### src/rtl/wisc_ctrl_pkg.sv
// Shared definitions for the WISC-F24 decode stage: opcodes, control-bundle
// layout and encodings, and the halt-drain state encoding.
package wisc_ctrl_pkg;

   localparam int OPC_W  = 5;
   localparam int CTRL_W = 25;

   // Opcodes (instr[INSTR_W-1 -: 5])
   localparam logic [4:0] OP_HALT  = 5'b00000;
   localparam logic [4:0] OP_NOP   = 5'b00001;
   localparam logic [4:0] OP_SIIC  = 5'b00010;
   localparam logic [4:0] OP_J     = 5'b00100;
   localparam logic [4:0] OP_JR    = 5'b00101;
   localparam logic [4:0] OP_JAL   = 5'b00110;
   localparam logic [4:0] OP_JALR  = 5'b00111;
   localparam logic [4:0] OP_ADDI  = 5'b01000;
   localparam logic [4:0] OP_SUBI  = 5'b01001;
   localparam logic [4:0] OP_XORI  = 5'b01010;
   localparam logic [4:0] OP_ANDNI = 5'b01011;
   localparam logic [4:0] OP_BEQZ  = 5'b01100;
   localparam logic [4:0] OP_BNEZ  = 5'b01101;
   localparam logic [4:0] OP_BLTZ  = 5'b01110;
   localparam logic [4:0] OP_BGEZ  = 5'b01111;
   localparam logic [4:0] OP_ST    = 5'b10000;
   localparam logic [4:0] OP_LD    = 5'b10001;
   localparam logic [4:0] OP_SLBI  = 5'b10010;
   localparam logic [4:0] OP_STU   = 5'b10011;
   localparam logic [4:0] OP_ROLI  = 5'b10100;
   localparam logic [4:0] OP_SLLI  = 5'b10101;
   localparam logic [4:0] OP_RORI  = 5'b10110;
   localparam logic [4:0] OP_SRLI  = 5'b10111;
   localparam logic [4:0] OP_LBI   = 5'b11000;
   localparam logic [4:0] OP_BTR   = 5'b11001;
   localparam logic [4:0] OP_SHFT  = 5'b11010;
   localparam logic [4:0] OP_ALU   = 5'b11011;
   localparam logic [4:0] OP_SEQ   = 5'b11100;
   localparam logic [4:0] OP_SLT   = 5'b11101;
   localparam logic [4:0] OP_SLE   = 5'b11110;
   localparam logic [4:0] OP_SCO   = 5'b11111;

   // Control-bundle bit offsets (LSB of each field) and widths
   localparam int CF_ERR    = 24;
   localparam int CF_HALT   = 23;
   localparam int CF_REGWRT = 22;
   localparam int CF_MEMWRT = 21;
   localparam int CF_MEMRD  = 20;
   localparam int CF_CIN    = 19;
   localparam int CF_INVA   = 18;
   localparam int CF_INVB   = 17;
   localparam int CF_SOPSEL = 16;
   localparam int CF_BRCH   = 13;
   localparam int CW_BRCH   = 3;
   localparam int CF_WBSEL  = 11;
   localparam int CW_WBSEL  = 2;
   localparam int CF_BSRC   = 9;
   localparam int CW_BSRC   = 2;
   localparam int CF_RDSEL  = 7;
   localparam int CW_RDSEL  = 2;
   localparam int CF_ZEXT   = 6;
   localparam int CF_JUMP   = 5;
   localparam int CF_BRANCH = 4;
   localparam int CF_REGJMP = 3;
   localparam int CF_ALUOP  = 0;
   localparam int CW_ALUOP  = 3;

   typedef enum logic [2:0] {
      BR_NONE = 3'b000, BR_CO = 3'b001, BR_EQ = 3'b010, BR_NE = 3'b011,
      BR_LT   = 3'b100, BR_GE = 3'b101, BR_LE = 3'b110
   } brch_e;

   typedef enum logic [1:0] {
      WB_MEM = 2'b00, WB_PC2 = 2'b01, WB_ALU = 2'b10, WB_IMM = 2'b11
   } wb_sel_e;

   typedef enum logic [1:0] {
      BS_REG = 2'b00, BS_IMM5 = 2'b01, BS_IMM8 = 2'b10, BS_ZERO = 2'b11
   } b_src_e;

   typedef enum logic [1:0] {
      RD_RTYPE = 2'b00, RD_ITYPE = 2'b01, RD_RS = 2'b10, RD_R7 = 2'b11
   } rd_sel_e;

   typedef enum logic [2:0] {
      ALU_ADD = 3'd0, ALU_XOR = 3'd1, ALU_AND = 3'd2, ALU_ROL = 3'd3,
      ALU_SLL = 3'd4, ALU_ROR = 3'd5, ALU_SRL = 3'd6, ALU_BTR = 3'd7
   } alu_op_e;

   typedef enum logic [1:0] {
      ST_RUN = 2'd0, ST_HALT_PEND = 2'd1, ST_HALTED = 2'd2
   } state_e;

   // Field order MSB..LSB matches the CF_* offsets above
   typedef struct packed {
      logic    err;
      logic    halt;
      logic    reg_wrt;
      logic    mem_wrt;
      logic    mem_rd;
      logic    cin;
      logic    inv_a;
      logic    inv_b;
      logic    s_op_sel;
      brch_e   brch_sig;
      wb_sel_e wb_data_sel;
      b_src_e  b_src;
      rd_sel_e reg_dest_sel;
      logic    zero_ext;
      logic    jump;
      logic    branch;
      logic    reg_jump;
      alu_op_e alu_op;
   } ctrl_t;

endpackage

### src/rtl/ctrl_decode.sv
// Purely combinational WISC-F24 instruction decoder: opcode/func in,
// packed control bundle out. Undefined opcodes raise only err.
module ctrl_decode
   import wisc_ctrl_pkg::*;
(
   input  logic [OPC_W-1:0]  opcode_i,
   input  logic [1:0]        func_i,
   output logic [CTRL_W-1:0] ctrl_o
);

   ctrl_t c;

   // Table decode; every field defaults to zero before the opcode case
   always_comb begin
      c = '0;
      case (opcode_i)
         OP_HALT: c.halt = 1'b1;
         OP_NOP, OP_SIIC: begin end
         OP_ADDI, OP_SUBI, OP_XORI, OP_ANDNI,
         OP_ROLI, OP_SLLI, OP_RORI, OP_SRLI: begin
            c.reg_wrt      = 1'b1;
            c.wb_data_sel  = WB_ALU;
            c.b_src        = BS_IMM5;
            c.reg_dest_sel = RD_ITYPE;
            case (opcode_i)
               OP_SUBI:  begin c.cin = 1'b1; c.inv_a = 1'b1; c.alu_op = ALU_ADD; end
               OP_XORI:  begin c.zero_ext = 1'b1; c.alu_op = ALU_XOR; end
               OP_ANDNI: begin c.zero_ext = 1'b1; c.inv_b = 1'b1; c.alu_op = ALU_AND; end
               OP_ROLI:  c.alu_op = ALU_ROL;
               OP_SLLI:  c.alu_op = ALU_SLL;
               OP_RORI:  c.alu_op = ALU_ROR;
               OP_SRLI:  c.alu_op = ALU_SRL;
               default:  c.alu_op = ALU_ADD;
            endcase
         end
         OP_ST: begin
            c.mem_wrt = 1'b1;
            c.b_src   = BS_IMM5;
         end
         OP_LD: begin
            c.reg_wrt      = 1'b1;
            c.mem_rd       = 1'b1;
            c.wb_data_sel  = WB_MEM;
            c.b_src        = BS_IMM5;
            c.reg_dest_sel = RD_ITYPE;
         end
         OP_STU: begin
            c.reg_wrt      = 1'b1;
            c.mem_wrt      = 1'b1;
            c.wb_data_sel  = WB_ALU;
            c.b_src        = BS_IMM5;
            c.reg_dest_sel = RD_RS;
         end
         OP_SLBI, OP_LBI: begin
            c.reg_wrt      = 1'b1;
            c.wb_data_sel  = WB_IMM;
            c.b_src        = BS_IMM8;
            c.reg_dest_sel = RD_RS;
            c.zero_ext     = (opcode_i == OP_SLBI);
         end
         OP_BTR: begin
            c.reg_wrt     = 1'b1;
            c.wb_data_sel = WB_ALU;
            c.alu_op      = ALU_BTR;
         end
         OP_ALU: begin
            c.reg_wrt     = 1'b1;
            c.wb_data_sel = WB_ALU;
            case (func_i)
               2'b00: c.alu_op = ALU_ADD;
               2'b01: begin c.cin = 1'b1; c.inv_a = 1'b1; c.alu_op = ALU_ADD; end
               2'b10: c.alu_op = ALU_XOR;
               default: begin c.inv_b = 1'b1; c.alu_op = ALU_AND; end
            endcase
         end
         OP_SHFT: begin
            c.reg_wrt     = 1'b1;
            c.wb_data_sel = WB_ALU;
            case (func_i)
               2'b00:   c.alu_op = ALU_ROL;
               2'b01:   c.alu_op = ALU_SLL;
               2'b10:   c.alu_op = ALU_ROR;
               default: c.alu_op = ALU_SRL;
            endcase
         end
         // Set-on-compare ops compute Rs-Rt except SCO, which needs Rs+Rt carry
         OP_SEQ, OP_SLT, OP_SLE, OP_SCO: begin
            c.reg_wrt     = 1'b1;
            c.wb_data_sel = WB_ALU;
            c.s_op_sel    = 1'b1;
            c.cin         = (opcode_i != OP_SCO);
            c.inv_b       = (opcode_i != OP_SCO);
            case (opcode_i)
               OP_SEQ:  c.brch_sig = BR_EQ;
               OP_SLT:  c.brch_sig = BR_LT;
               OP_SLE:  c.brch_sig = BR_LE;
               default: c.brch_sig = BR_CO;
            endcase
         end
         OP_BEQZ, OP_BNEZ, OP_BLTZ, OP_BGEZ: begin
            c.branch = 1'b1;
            c.b_src  = BS_IMM8;
            case (opcode_i)
               OP_BEQZ: c.brch_sig = BR_EQ;
               OP_BNEZ: c.brch_sig = BR_NE;
               OP_BLTZ: c.brch_sig = BR_LT;
               default: c.brch_sig = BR_GE;
            endcase
         end
         OP_J: c.jump = 1'b1;
         OP_JR: begin
            c.jump     = 1'b1;
            c.reg_jump = 1'b1;
            c.b_src    = BS_IMM8;
         end
         OP_JAL, OP_JALR: begin
            c.jump         = 1'b1;
            c.reg_wrt      = 1'b1;
            c.wb_data_sel  = WB_PC2;
            c.reg_dest_sel = RD_R7;
            if (opcode_i == OP_JALR) begin
               c.reg_jump = 1'b1;
               c.b_src    = BS_IMM8;
            end
         end
         default: c.err = 1'b1;
      endcase
   end

   assign ctrl_o = c;

endmodule

### src/rtl/ctrl_decode_stage.sv
// WISC-F24 decode stage: valid/ready input FIFO, decoded head presented to
// execute, branch flush, HALT drain state machine and sticky illegal flag.
// Optional issue counter enabled by defining CTRL_ISSUE_COUNT_EN.
module ctrl_decode_stage
   import wisc_ctrl_pkg::*;
#(
   parameter int INSTR_W = 16,
   parameter int PC_W    = 16,
   parameter int DEPTH   = 2
) (
   input  logic               clk,
   input  logic               rst,
   input  logic               in_valid,
   output logic               in_ready,
   input  logic [INSTR_W-1:0] in_instr,
   input  logic [PC_W-1:0]    in_pc,
   output logic               out_valid,
   input  logic               out_ready,
   output logic [INSTR_W-1:0] out_instr,
   output logic [PC_W-1:0]    out_pc,
   output logic [CTRL_W-1:0]  out_ctrl,
   input  logic               flush,
   output logic               halted,
   output logic               err_sticky,
   output logic [31:0]        count
);

   localparam int AW    = $clog2(DEPTH);
   localparam int PTR_W = AW + 1;

   logic [INSTR_W-1:0] instr_q [DEPTH];
   logic [PC_W-1:0]    pc_q    [DEPTH];
   logic [PTR_W-1:0]   wr_ptr_q, wr_ptr_d, rd_ptr_q, rd_ptr_d;
   state_e             state_q, state_d;
   logic               err_q, err_d;

   logic [AW-1:0]      wr_idx, rd_idx;
   logic               empty, full, push, pop, do_push;
   logic [OPC_W-1:0]   head_op, in_op;
   logic [CTRL_W-1:0]  head_ctrl;
   logic [DEPTH-1:0]   we;

   assign wr_idx  = wr_ptr_q[AW-1:0];
   assign rd_idx  = rd_ptr_q[AW-1:0];
   assign empty   = (wr_ptr_q == rd_ptr_q);
   assign full    = (wr_ptr_q[AW] != rd_ptr_q[AW]) && (wr_idx == rd_idx);
   assign push    = in_valid & in_ready;
   assign pop     = out_valid & out_ready;
   // Flush squashes a same-cycle push
   assign do_push = push & ~flush;

   assign out_instr = instr_q[rd_idx];
   assign out_pc    = pc_q[rd_idx];
   assign head_op   = out_instr[INSTR_W-1 -: OPC_W];
   assign in_op     = in_instr[INSTR_W-1 -: OPC_W];

   for (genvar gi = 0; gi < DEPTH; gi++) begin : g_we
      assign we[gi] = do_push && (wr_idx == AW'(gi));
   end

   ctrl_decode u_decode (
      .opcode_i (head_op),
      .func_i   (out_instr[1:0]),
      .ctrl_o   (head_ctrl)
   );

   assign out_ctrl = out_valid ? head_ctrl : '0;

   // Entry storage written at the tail slot
   always_ff @(posedge clk or posedge rst) begin
      if (rst) begin
         for (int i = 0; i < DEPTH; i++) begin
            instr_q[i] <= '0;
            pc_q[i]    <= '0;
         end
      end else begin
         for (int i = 0; i < DEPTH; i++) begin
            if (we[i]) begin
               instr_q[i] <= in_instr;
               pc_q[i]    <= in_pc;
            end
         end
      end
   end

   // Pointer and sticky-error next state; flush rewinds both pointers
   always_comb begin
      wr_ptr_d = wr_ptr_q;
      rd_ptr_d = rd_ptr_q;
      if (flush) begin
         wr_ptr_d = '0;
         rd_ptr_d = '0;
      end else begin
         if (do_push) wr_ptr_d = wr_ptr_q + PTR_W'(1);
         if (pop)     rd_ptr_d = rd_ptr_q + PTR_W'(1);
      end
      err_d = err_q | (out_valid & head_ctrl[CF_ERR]);
   end

   // Pointer, error and state registers
   always_ff @(posedge clk or posedge rst) begin
      if (rst) begin
         wr_ptr_q <= '0;
         rd_ptr_q <= '0;
         err_q    <= 1'b0;
         state_q  <= ST_RUN;
      end else begin
         wr_ptr_q <= wr_ptr_d;
         rd_ptr_q <= rd_ptr_d;
         err_q    <= err_d;
         state_q  <= state_d;
      end
   end

   // Halt drain: only one HALT can be queued, and it is always the youngest
   always_comb begin
      state_d = state_q;
      case (state_q)
         ST_RUN:
            if (do_push && in_op == OP_HALT) state_d = ST_HALT_PEND;
         ST_HALT_PEND:
            if (flush)                          state_d = ST_RUN;
            else if (pop && head_op == OP_HALT) state_d = ST_HALTED;
         ST_HALTED:
            state_d = ST_HALTED;
         default:
            state_d = ST_RUN;
      endcase
   end

   // Handshake and status outputs derived from state
   always_comb begin
      in_ready  = ~full & (state_q == ST_RUN);
      out_valid = ~empty & (state_q != ST_HALTED);
      halted    = (state_q == ST_HALTED);
   end

   assign err_sticky = err_q;

`ifdef CTRL_ISSUE_COUNT_EN
   logic [31:0] count_q, count_d;

   // Count every retired non-NOP; wraps naturally at 2^32
   always_comb begin
      count_d = count_q;
      if (pop && head_op != OP_NOP) count_d = count_q + 32'd1;
   end

   // Issue counter register
   always_ff @(posedge clk or posedge rst) begin
      if (rst) count_q <= '0;
      else     count_q <= count_d;
   end

   assign count = count_q;
`else
   assign count = 32'd0;
`endif

endmodule

### config.mk
export PLATFORM = sky130hd
export DESIGN_NAME = ctrl_decode_stage
export DESIGN_NICKNAME = d
export VERILOG_FILES = /design/src/rtl/wisc_ctrl_pkg.sv /design/src/rtl/ctrl_decode.sv /design/src/rtl/ctrl_decode_stage.sv
export SDC_FILE = /design/constraint.sdc
export NUM_CORES = 1
export LEC_CHECK = 0
export CAP_MARGIN = 20
export CORE_MARGIN = 3
export CORE_UTILIZATION = 41
export CTS_CLUSTER_SIZE = 24
export DETAILED_ROUTE_END_ITERATION = 8
export PLACE_DENSITY = 0.71
export SKIP_LAST_GASP = 1
export SYNTH_ARGS = -nofsm -noshare
export SYNTH_HDL_FRONTEND = slang
export SYNTH_HIERARCHICAL = 1
export SYNTH_SLANG_ARGS = --single-unit
### constraint.sdc
create_clock -name clk -period 5.11 [get_ports clk]
set_input_delay 0.511 -clock clk [delete_from_list [all_inputs] [get_ports clk]]
set_output_delay 0.511 -clock clk [all_outputs]
set_load 0.02 [all_outputs]
# Word-level counts from Yosys, hierarchy flattened
# Index checks and enable logic that the tools add are counted.
# classes
addsub	2
n_eq_ne	41
n_reduce_logical	29
bitwise	12
magnitude_cmp	1
n_mux	45
# ops
operator	n
two-way mux 16 bit	6
== test 5 bit (second input constant)	16
== test 5 x 4 -> 1 bit (second input constant)	8
OR reduction 31 bit	1
one-hot mux 3 bit (3 select lines)	3
two-way mux 25 bit	1
one-hot mux 2 bit (3 select lines)	4
OR reduction 21 bit	1
== test 5 x 3 -> 1 bit (second input constant)	4
two-way mux 2 bit	10
one-hot mux 3 bit (6 select lines)	1
OR reduction 16 bit	1
two-way mux 1 bit	12
one-hot mux 3 bit (4 select lines)	1
OR reduction 4 bit	3
OR reduction 11 bit	1
zero test 5 bit	2
OR reduction 2 bit	5
OR reduction 9 bit	1
OR reduction 8 bit	1
OR reduction 7 bit	1
AND 1 bit	6
one-hot mux 1 bit (2 select lines)	3
one-hot mux 1 bit (3 select lines)	2
22 further kinds	36
# word_totals
output_inout_bits	93
regBits	71
inputBits	37
elab_cells	138

# Depth between registers and ports, before layout
# Gate-level depths: netlist (run 1).
# depth
depth_word	9
ltp_mapped	10

# Modules after synthesis
# Netlist (run 1), hierarchy kept.
# by_module_without_submodules
mod	instances	seq_area_each_um2	cells_each	area_each_um2
ctrl_decode_stage	1	1776.7	273	3728.6
ctrl_decode	1	0.0	92	548.0

# Worst setup path before layout (run 1)
# Ideal clock, no wire load.
# synth_path
kind	register to output
startpoint	register rd_ptr_q[0]
endpoint	output port out_ctrl[0]
path_stages_with_launch	10
arrival_time_ps	2353
setup_slack_ps	2246
path_cell_list	dfrtp_1 > buf_4 > clkbuf_1 > mux2_2 > inv_1 > ha_1 > inv_1 > a2111oi_2 > a311o_1 > and2_1
# synth_via
elab_chain_len	9
word_cells_on_any_way	28
# synth_lines
item	line	rtl
start, declared	ctrl_decode_stage.sv:33	logic [PTR_W-1:0] wr_ptr_q, wr_ptr_d, rd_ptr_q, rd_ptr_d;
start signal, assigned	ctrl_decode_stage.sv:109	rd_ptr_q <= rd_ptr_d;
inverter 1 -> 2 bit (implied by the code) (*)	ctrl_decode_stage.sv:52	assign out_instr = instr_q[rd_idx];
two-way mux 16 bit (implied by the code) (*) (3 in series)	ctrl_decode_stage.sv:52	
net out_instr[0]	ctrl_decode_stage.sv:19	output logic [INSTR_W-1:0] out_instr,
== test 2 x 1 -> 1 bit or zero test 2 bit (tied branches)	ctrl_decode.sv:69, ctrl_decode.sv:79	
OR reduction 2 bit (no line)	--	
one-hot mux 2 bit (2 select lines)	ctrl_decode.sv:69	case (func_i)
one-hot mux 3 bit (4 select lines) (*)	ctrl_decode.sv:16	case (opcode_i)
net head_ctrl[0]	ctrl_decode_stage.sv:40	logic [CTRL_W-1:0] head_ctrl;
two-way mux 25 bit (*)	ctrl_decode_stage.sv:67	assign out_ctrl = out_valid ? head_ctrl : '0;
end, declared	ctrl_decode_stage.sv:21	output logic [CTRL_W-1:0] out_ctrl,
# The timed path passes the listed nets; every way through them passes the cells marked *. The select of a mux whose other input is x is not followed.

# Final worst setup path (run 1)
# layout_path
startpoint	register rd_ptr_q[0]
endpoint	output port out_ctrl[0]
# layout_via
elab_chain_len	9
word_cells_on_any_way	28
# layout_lines
item	line
inverter 1 -> 2 bit (implied by the code) (*)	ctrl_decode_stage.sv:52
two-way mux 16 bit (implied by the code) (*) (3 in series)	ctrl_decode_stage.sv:52
== test 2 x 1 -> 1 bit or zero test 2 bit (tied branches)	ctrl_decode.sv:69, ctrl_decode.sv:79
OR reduction 2 bit (no line)	--
one-hot mux 2 bit (2 select lines)	ctrl_decode.sv:69
one-hot mux 3 bit (4 select lines) (*)	ctrl_decode.sv:16
net head_ctrl[0]	ctrl_decode_stage.sv:40
two-way mux 25 bit (*)	ctrl_decode_stage.sv:67
# Marks and branches as above.

==> results of run 1 <==
-- registers in the layout (all words and copies together) (netlist names) --
name,cells
err_sticky,1
instr_q,32
pc_q,32
rd_ptr_q,2
state_q,2
wr_ptr_q,2
-- worst max path at each step --
stage | from | endpoint | slack (ns)
after detailed placement | rd_ptr_q[0] | out_ctrl[1] | 1.53
after CTS | rd_ptr_q[0] | out_ctrl[0] | 1.16
after global routing | rd_ptr_q[0] | out_ctrl[0] | 0.97
after floorplan | rd_ptr_q[0] | out_ctrl[0] | 2.25
final | rd_ptr_q[0] | out_ctrl[0] | 1.23
after global placement | rd_ptr_q[0] | out_ctrl[1] | 1.59
-- power groups by stage --
stage | clock network, mW | logic [mW] | registers [mW]
floorplan | 0 | 0.0484 | 0.573
global placement | 0 | 0.0662 | 0.572
detailed placement | 0 | 0.0673 | 0.572
CTS | 0.420 | 0.0676 | 0.561
global route | 0.447 | 0.0736 | 0.561
finish | 0.406 | 0.0667 | 0.561
-- worst max-delay path, stage by stage (launching register included) --
cell	delay (ns)
dfrtp_2	0.98
mux2_2	0.56
inv_2	0.13
nand2_1	0.12
a2111oi_2	0.35
a311o_1	0.16
and2_1	0.13
clkdlybuf4s50_1	0.61
-- kinds of logic (layout without fill, tap and decap cells) --
kind of cell | count (synthesis) | after routing | share of synthesized area
multiplexers | 98 | 98 | 0.2829
AND/OR/NAND/NOR | 80 | 80 | 0.1006
XOR/XNOR | 9 | 9 | 0.02019
flip-flops | 71 | 71 | 0.4154
buffers and inverters | 61 | 125 | 0.1006
adder cells (fa/ha/maj) | 6 | 6 | 0.01755
other | 1 | 32 | 0.0008769
AO/OA/AOI/OAI | 39 | 39 | 0.06173
-- routing by layer --
metal / up-vias / wire (microns) / share of wire / track usage
li1: 1385 / - / - / -
met1: 1408 / 3920 / 0.44 / 0.2027
met2: 110 / 4275 / 0.48 / 0.2593
met3: 2 / 728 / 0.081 / 0.05254
met5: - / 0 / 0 / 0
met4: 0 / 19 / 0.0021 / 0.02435
-- cell type report --
type                       count  area, sq um
inverter                       9        33.78
sequential                    71         1778
timing repair buffer         100         1006
tap                          133        166.4
multi-input combinational    264         2192
clock buffer                  14        162.7
fill                         870         4601
clock inverter                 2        15.01
-- layout by cell type, fill, tap and decap left out, drive strengths merged, types with 4 or more instances in the layout --
master,n
a21oi,9
nand2,12
o21ai,10
nand2b,7
conb,32
and2,25
ha,6
clkdlybuf4s50,97
nor2,17
inv,8
xor2,6
dfrtp,71
clkbuf,14
mux2,96
o211ai,4
-- stage by stage --
stage	utilization	area, sq um	worst slack, ns
after floorplan	-	4393	2.246
after global placement	0.5180	5156	1.588
after detailed placement	0.5180	5156	1.527
after CTS	0.5358	5334	1.162
after global routing	0.5378	5354	0.9663
final	0.5378	5354	1.229
-- synthesized netlist by cell type, types with 2 or more instances --
cell type | number | area (sq um)
nor3_1 | 3 | 15.01
o22ai_1 | 3 | 18.77
a21oi_1 | 9 | 45.04
buf_2 | 5 | 25.02
clkbuf_1 | 6 | 22.52
nor4b_1 | 2 | 17.52
xnor2_1 | 3 | 26.28
inv_1 | 7 | 26.28
nor2_1 | 17 | 63.81
nor2b_1 | 2 | 12.51
mux2_4 | 29 | 435.4
o21ai_0 | 10 | 50.05
o211ai_1 | 3 | 22.52
a31oi_1 | 2 | 12.51
mux2_2 | 67 | 754.5
nand3_1 | 3 | 15.01
nand2_1 | 12 | 45.04
ha_1 | 6 | 75.07
dfrtp_1 | 71 | 1777
buf_4 | 37 | 277.8
and2_1 | 25 | 156.4
nand2b_1 | 7 | 43.79
or3_1 | 2 | 12.51
o2111ai_1 | 2 | 17.52
buf_12 | 3 | 60.06
xor2_1 | 5 | 43.79
mux2i_1 | 2 | 20.02
==> results.py, run 1 <==
metrics = {
    "outcome": {
        "outcome": "completed",
    },
    "worst_setup_path": {
        "r2r_end": "instr_q[0]",
        "cp-start-kind": "flop",
        "cp.arrival_ns": 3.37,
        "worst_ep_required_time_ns": 4.60,
        "cp-end-kind": "primary output",
        "cp_max_fo": 38,
        "crit_type": "reg -> out",
        "reg2reg_slack_ns": 2.18,
        "worstRegToRegCells": 4,
        "timing.rr.start": "rd_ptr_q[0]",
    },
    "pwr": {
        "total_power_mw": 1.034,
        "switching_share": 0.2350,
        "p_leak_nw": 2.513,
        "seqPwrFrac": 0.543,
        "power_frac_comb": 0.065,
        "ir_worst_vdd_v": 0.0001305,
        "p_clk_frac": 0.392,
        "p_per_area_nw_per_um2": 193.1,
        "p_int_uw": 791.1,
        "switching_power_uw": 242.9,
    },
    "timing": {
        "report.final.hold_viol_count": 0,
        "setup_tns_ns": 0,
        "fin_skew_ns": 0.01323,
        "period_share": 0.7594,
        "setup_viol": 0,
        "finalCriticalPeriod_ns": 3.881,
        "holdWs_ns": 0.4778,
        "fmax_ghz": 0.2577,
        "drv_slew": 0,
        "tightestPinTransition_ns": 0.9408,
        "rsz0062_at_grt": "false",
        "slew_headroom": 0.3728,
    },
    "placed_design": {
        "gp_congestion": 0.8877,
        "dp.cells": 576,
        "port_buffers": 97,
        "dpl.hpwl_mm": 6.173,
    },
    "min_path": {
        "hold_start": "err_sticky",
        "hold_depth": 1,
        "min_to": "err_sticky",
        "worst_hold_path_type": "reg -> reg",
    },
    "synth": {
        "synth_area_sq_um": 4277,
        "synth-main-ff-cell": "dfrtp_1",
        "synth.avg_cell_area_sq_um": 11.72,
        "yosysWarnings": 6,
        "async_flop_share": 1.000,
        "yosys.cell_types.count": 49,
        "synth_seq_area_share": 0.4154,
        "syn_inst": 365,
        "synth_seq_cells": 71,
        "synth_enable_flop_cells": 0,
    },
    "cells_and_area": {
        "final_cells": 593,
        "syn2layout_area_growth_pct": 25.19,
        "drive_above_1_share": 0.2674,
        "n_antenna_cell": 0,
        "fin_nets": 498,
    },
    "route": {
        "avgRoutedWirePerCell_microns": 15.08,
        "routed_wirelength_mm": 8.945,
        "ant_nets": 0,
        "drtIter0Drc": 92,
        "route.vias.total": 2905,
        "via_per_inst": 4.899,
        "route.detailed.drc": 0,
        "firstDrtPassIters": 4,
    },
    "clocking": {
        "cts_hold_buffers": 0,
        "cts_setup_buffers": 0,
        "clkTransAtPathRegs_ns": 0.07,
        "cts_sinks": 71,
        "htreeDepth": 3,
        "cts_buffers": 9,
        "clock_latency_ns": 0.33,
        "cts_tree": "yes",
        "clk_path_buf_depth": 2,
        "post_cts_resized": 0,
        "cts_root_buf": "clkbuf_8",
    },
    "global_routing": {
        "grt_remaining_overflow": 0,
        "antenna_found_initial": 0,
        "grt_max_degree": 39,
        "gr-usage-all-layers": 0.1562,
        "grt_pass1_vias": 2975,
        "grt_pass1_wl_mm": 14.77,
    },
    "floorplanning": {
        "die_area_sq_um": 11690,
        "coreArea_sq_um": 9955,
        "pin_count": 130,
        "die_h_microns": 108.1,
        "die_w_microns": 108.1,
        "row_count": 36,
        "initial_core_util": 0.4296,
    },
    "run": {
        "drv_cap": 0,
    },
}
Note: power is estimated with default switching activity, not from simulation.
==> run 2: changes to the inputs <==
--- a/config.mk
+++ b/config.mk
@@ -10,7 +10,7 @@
 export CORE_UTILIZATION = 41
 export CTS_CLUSTER_SIZE = 24
 export DETAILED_ROUTE_END_ITERATION = 8
-export PLACE_DENSITY = 0.71
+export PLACE_DENSITY = 0.74
 export SKIP_LAST_GASP = 1
 export SYNTH_ARGS = -nofsm -noshare
 export SYNTH_HDL_FRONTEND = slang
==> constraint.sdc (replaced) <==
create_clock -name clk -period 3.4 [get_ports clk]
set_input_delay 0.34 -clock clk [delete_from_list [all_inputs] [get_ports clk]]
set_output_delay 0.34 -clock clk [all_outputs]
set_load 0.02 [all_outputs]
==> run 2 against run 1 <==
Against the previous run: register-to-register slack got worse by 1.6 ns; non-clock buffer count is 8 higher; utilization up 1.2 points; largest power group unchanged.
==> results.py, run 2 (synthesis results as in run 1) <==
metrics = {
    "worst_setup_path": {
        "cp_top_family": "buffers and inverters",
        "crit_path_cell_trace": "mux2_2, inv_1, ha_1, inv_1, a2111oi_2, a311o_1, and2_1, clkdlybuf4s50_1",
        "cp-end-kind": "primary output",
        "max_stage_delay_ns": 0.60,
        "cp.arrival_ns": 2.84,
        "crit_type": "reg -> out",
        "crit_path_top_delay_cell": "clkdlybuf4s50_1",
        "path_buf_inv": 3,
        "worst_ep_required_time_ns": 3.06,
        "cp-start-kind": "flop",
        "critPathMostFrequentCell": "inv_1",
        "cp_max_fo": 10,
    },
    "clocking": {
        "clkTransAtPathRegs_ns": 0.08,
        "cts_sinks": 71,
        "cts_tree": "yes",
        "htreeDepth": 3,
        "cts_hold_buffers": 0,
        "cts_root_buf": "clkbuf_8",
        "cts_buffers": 9,
        "clock_latency_ns": 0.34,
        "clk_path_buf_depth": 2,
    },
    "cells_and_area": {
        "n_antenna_cell": 0,
        "syn2layout_area_growth_pct": 27.91,
        "final_common_cell": "clkdlybuf4s50_1",
        "top_regs": "instr_q x32, pc_q x32",
        "mostFrequentLayoutCells": "97 x clkdlybuf4s50_1, 70 x dfrtp_1, 67 x mux2_2",
        "final_cells": 601,
        "drive_above_1_share": 0.2842,
        "fin_nets": 506,
    },
    "route": {
        "routed_wirelength_mm": 9.220,
        "firstDrtPassIters": 4,
        "avgRoutedWirePerCell_microns": 15.34,
        "route.detailed.drc": 0,
        "drtIter0Drc": 122,
        "ant_nets": 0,
        "via_per_inst": 4.908,
        "route.vias.total": 2950,
    },
    "pwr": {
        "p_int_mw": 1.340,
        "ir_worst_vdd_v": 0.0001994,
        "switching_share": 0.2206,
        "switching_power_uw": 379.2,
        "seqPwrFrac": 0.491,
        "p_clk_frac": 0.449,
        "p_per_area_nw_per_um2": 314.2,
        "p_leak_nw": 2.586,
        "power_frac_comb": 0.060,
    },
    "global_routing": {
        "grt_max_degree": 34,
        "antenna_found_initial": 0,
        "grt_remaining_overflow": 0,
        "gr-usage-all-layers": 0.1611,
        "grt_pass1_vias": 3007,
        "grt_pass1_wl_mm": 15.01,
    },
    "timing": {
        "slew_headroom": 0.4015,
        "drv_slew": 0,
        "finalCriticalPeriod_ns": 3.180,
        "rsz0062_at_grt": "false",
        "period_share": 0.9352,
        "holdWs_ns": 0.3358,
        "report.final.hold_viol_count": 0,
        "tightestPinTransition_ns": 0.8966,
        "setup_viol": 0,
        "fin_skew_ns": 0.01053,
        "setup_tns_ns": 0,
        "fmax_ghz": 0.3145,
    },
    "floorplanning": {
        "die_h_microns": 108.1,
        "row_count": 36,
        "coreArea_sq_um": 9955,
        "initial_core_util": 0.4296,
        "die_area_sq_um": 11690,
        "pin_count": 130,
        "die_w_microns": 108.1,
    },
    "placed_design": {
        "port_buffers": 97,
        "dp.cells": 581,
        "dpl.hpwl_mm": 6.504,
        "gp_congestion": 0.8948,
    },
    "run": {
        "drv_cap": 0,
    },
    "min_path": {
        "worst_hold_path_type": "in -> async",
    },
    "outcome": {
        "outcome": "completed",
    },
}
## run 2: routing by layer
layer | global-route usage | wire length [microns]
met4 | 0.04509 | 84
met5 | 0 | 0
met2 | 0.2744 | 4546
met3 | 0.03522 | 531
met1 | 0.2066 | 4057
## run 2: worst paths after layout
kind | from | depth (start not counted) | to | slack (ns)
setup / recovery | rd_ptr_q[0] | 8 | out_ctrl[0] | 0.22
hold / removal | rst | 2 | pc_q[28] | 0.34
setup reg to reg | rd_ptr_q[0] | 6 | instr_q[1] | 0.62
hold reg to reg | err_sticky | 1 | err_sticky | 0.48
max in group asynchronous | rst | 3 | rd_ptr_q[0] | 2.27
min in group clk | err_sticky | 1 | err_sticky | 0.48
## run 2: power by group through the flow
stage	Combinational (mW)	Sequential (mW)	Clock, mW
4_1_cts	0.104	0.844	0.795
3_5_place_dp	0.104	0.860	0
6_report	0.103	0.844	0.772
5_1_grt	0.113	0.844	0.841
2_1_floorplan	0.0728	0.860	0
3_3_place_gp	0.102	0.860	0
## run 2: layout make-up
type	count	area, sq um
Fill cell	864	4484
Multi-Input combinational cell	264	2192
Timing Repair Buffer	108	1066
Tap cell	133	166.4
Clock inverter	4	76.32
Clock buffer	12	155.1
Sequential cell	71	1780
Inverter	9	33.78
## run 2: stage by stage
| step | cell area (sq um) | util | total power [mW] | setup slack (ns) |
|---|---|---|---|---|
| 2_1_floorplan | 4393 | - | 0.9333 | 0.7074 |
| 3_3_place_gp | 5194 | 0.5217 | 0.9624 | 0.4454 |
| 3_5_place_dp | 5194 | 0.5217 | 0.9642 | 0.4343 |
| 4_1_cts | 5425 | 0.5450 | 1.743 | 0.02777 |
| 5_1_grt | 5470 | 0.5495 | 1.798 | 0.07504 |
| 6_report | 5470 | 0.5495 | 1.719 | 0.2204 |
## run 2: repair_timing
action / 4_1_cts / 5_1_grt
gates resized for setup: 0 / 1
buffers inserted: 0 / 3
setup endpoints to repair: 0 / 6
==> run 3: changes to the inputs <==
--- a/config.mk
+++ b/config.mk
@@ -16,3 +16,4 @@
 export SYNTH_HDL_FRONTEND = slang
 export SYNTH_HIERARCHICAL = 1
 export SYNTH_SLANG_ARGS = --single-unit
+export TNS_END_PERCENT = 1
==> results of run 3 <==
The final DEF is identical to that of run 2; final timing and power are the same.
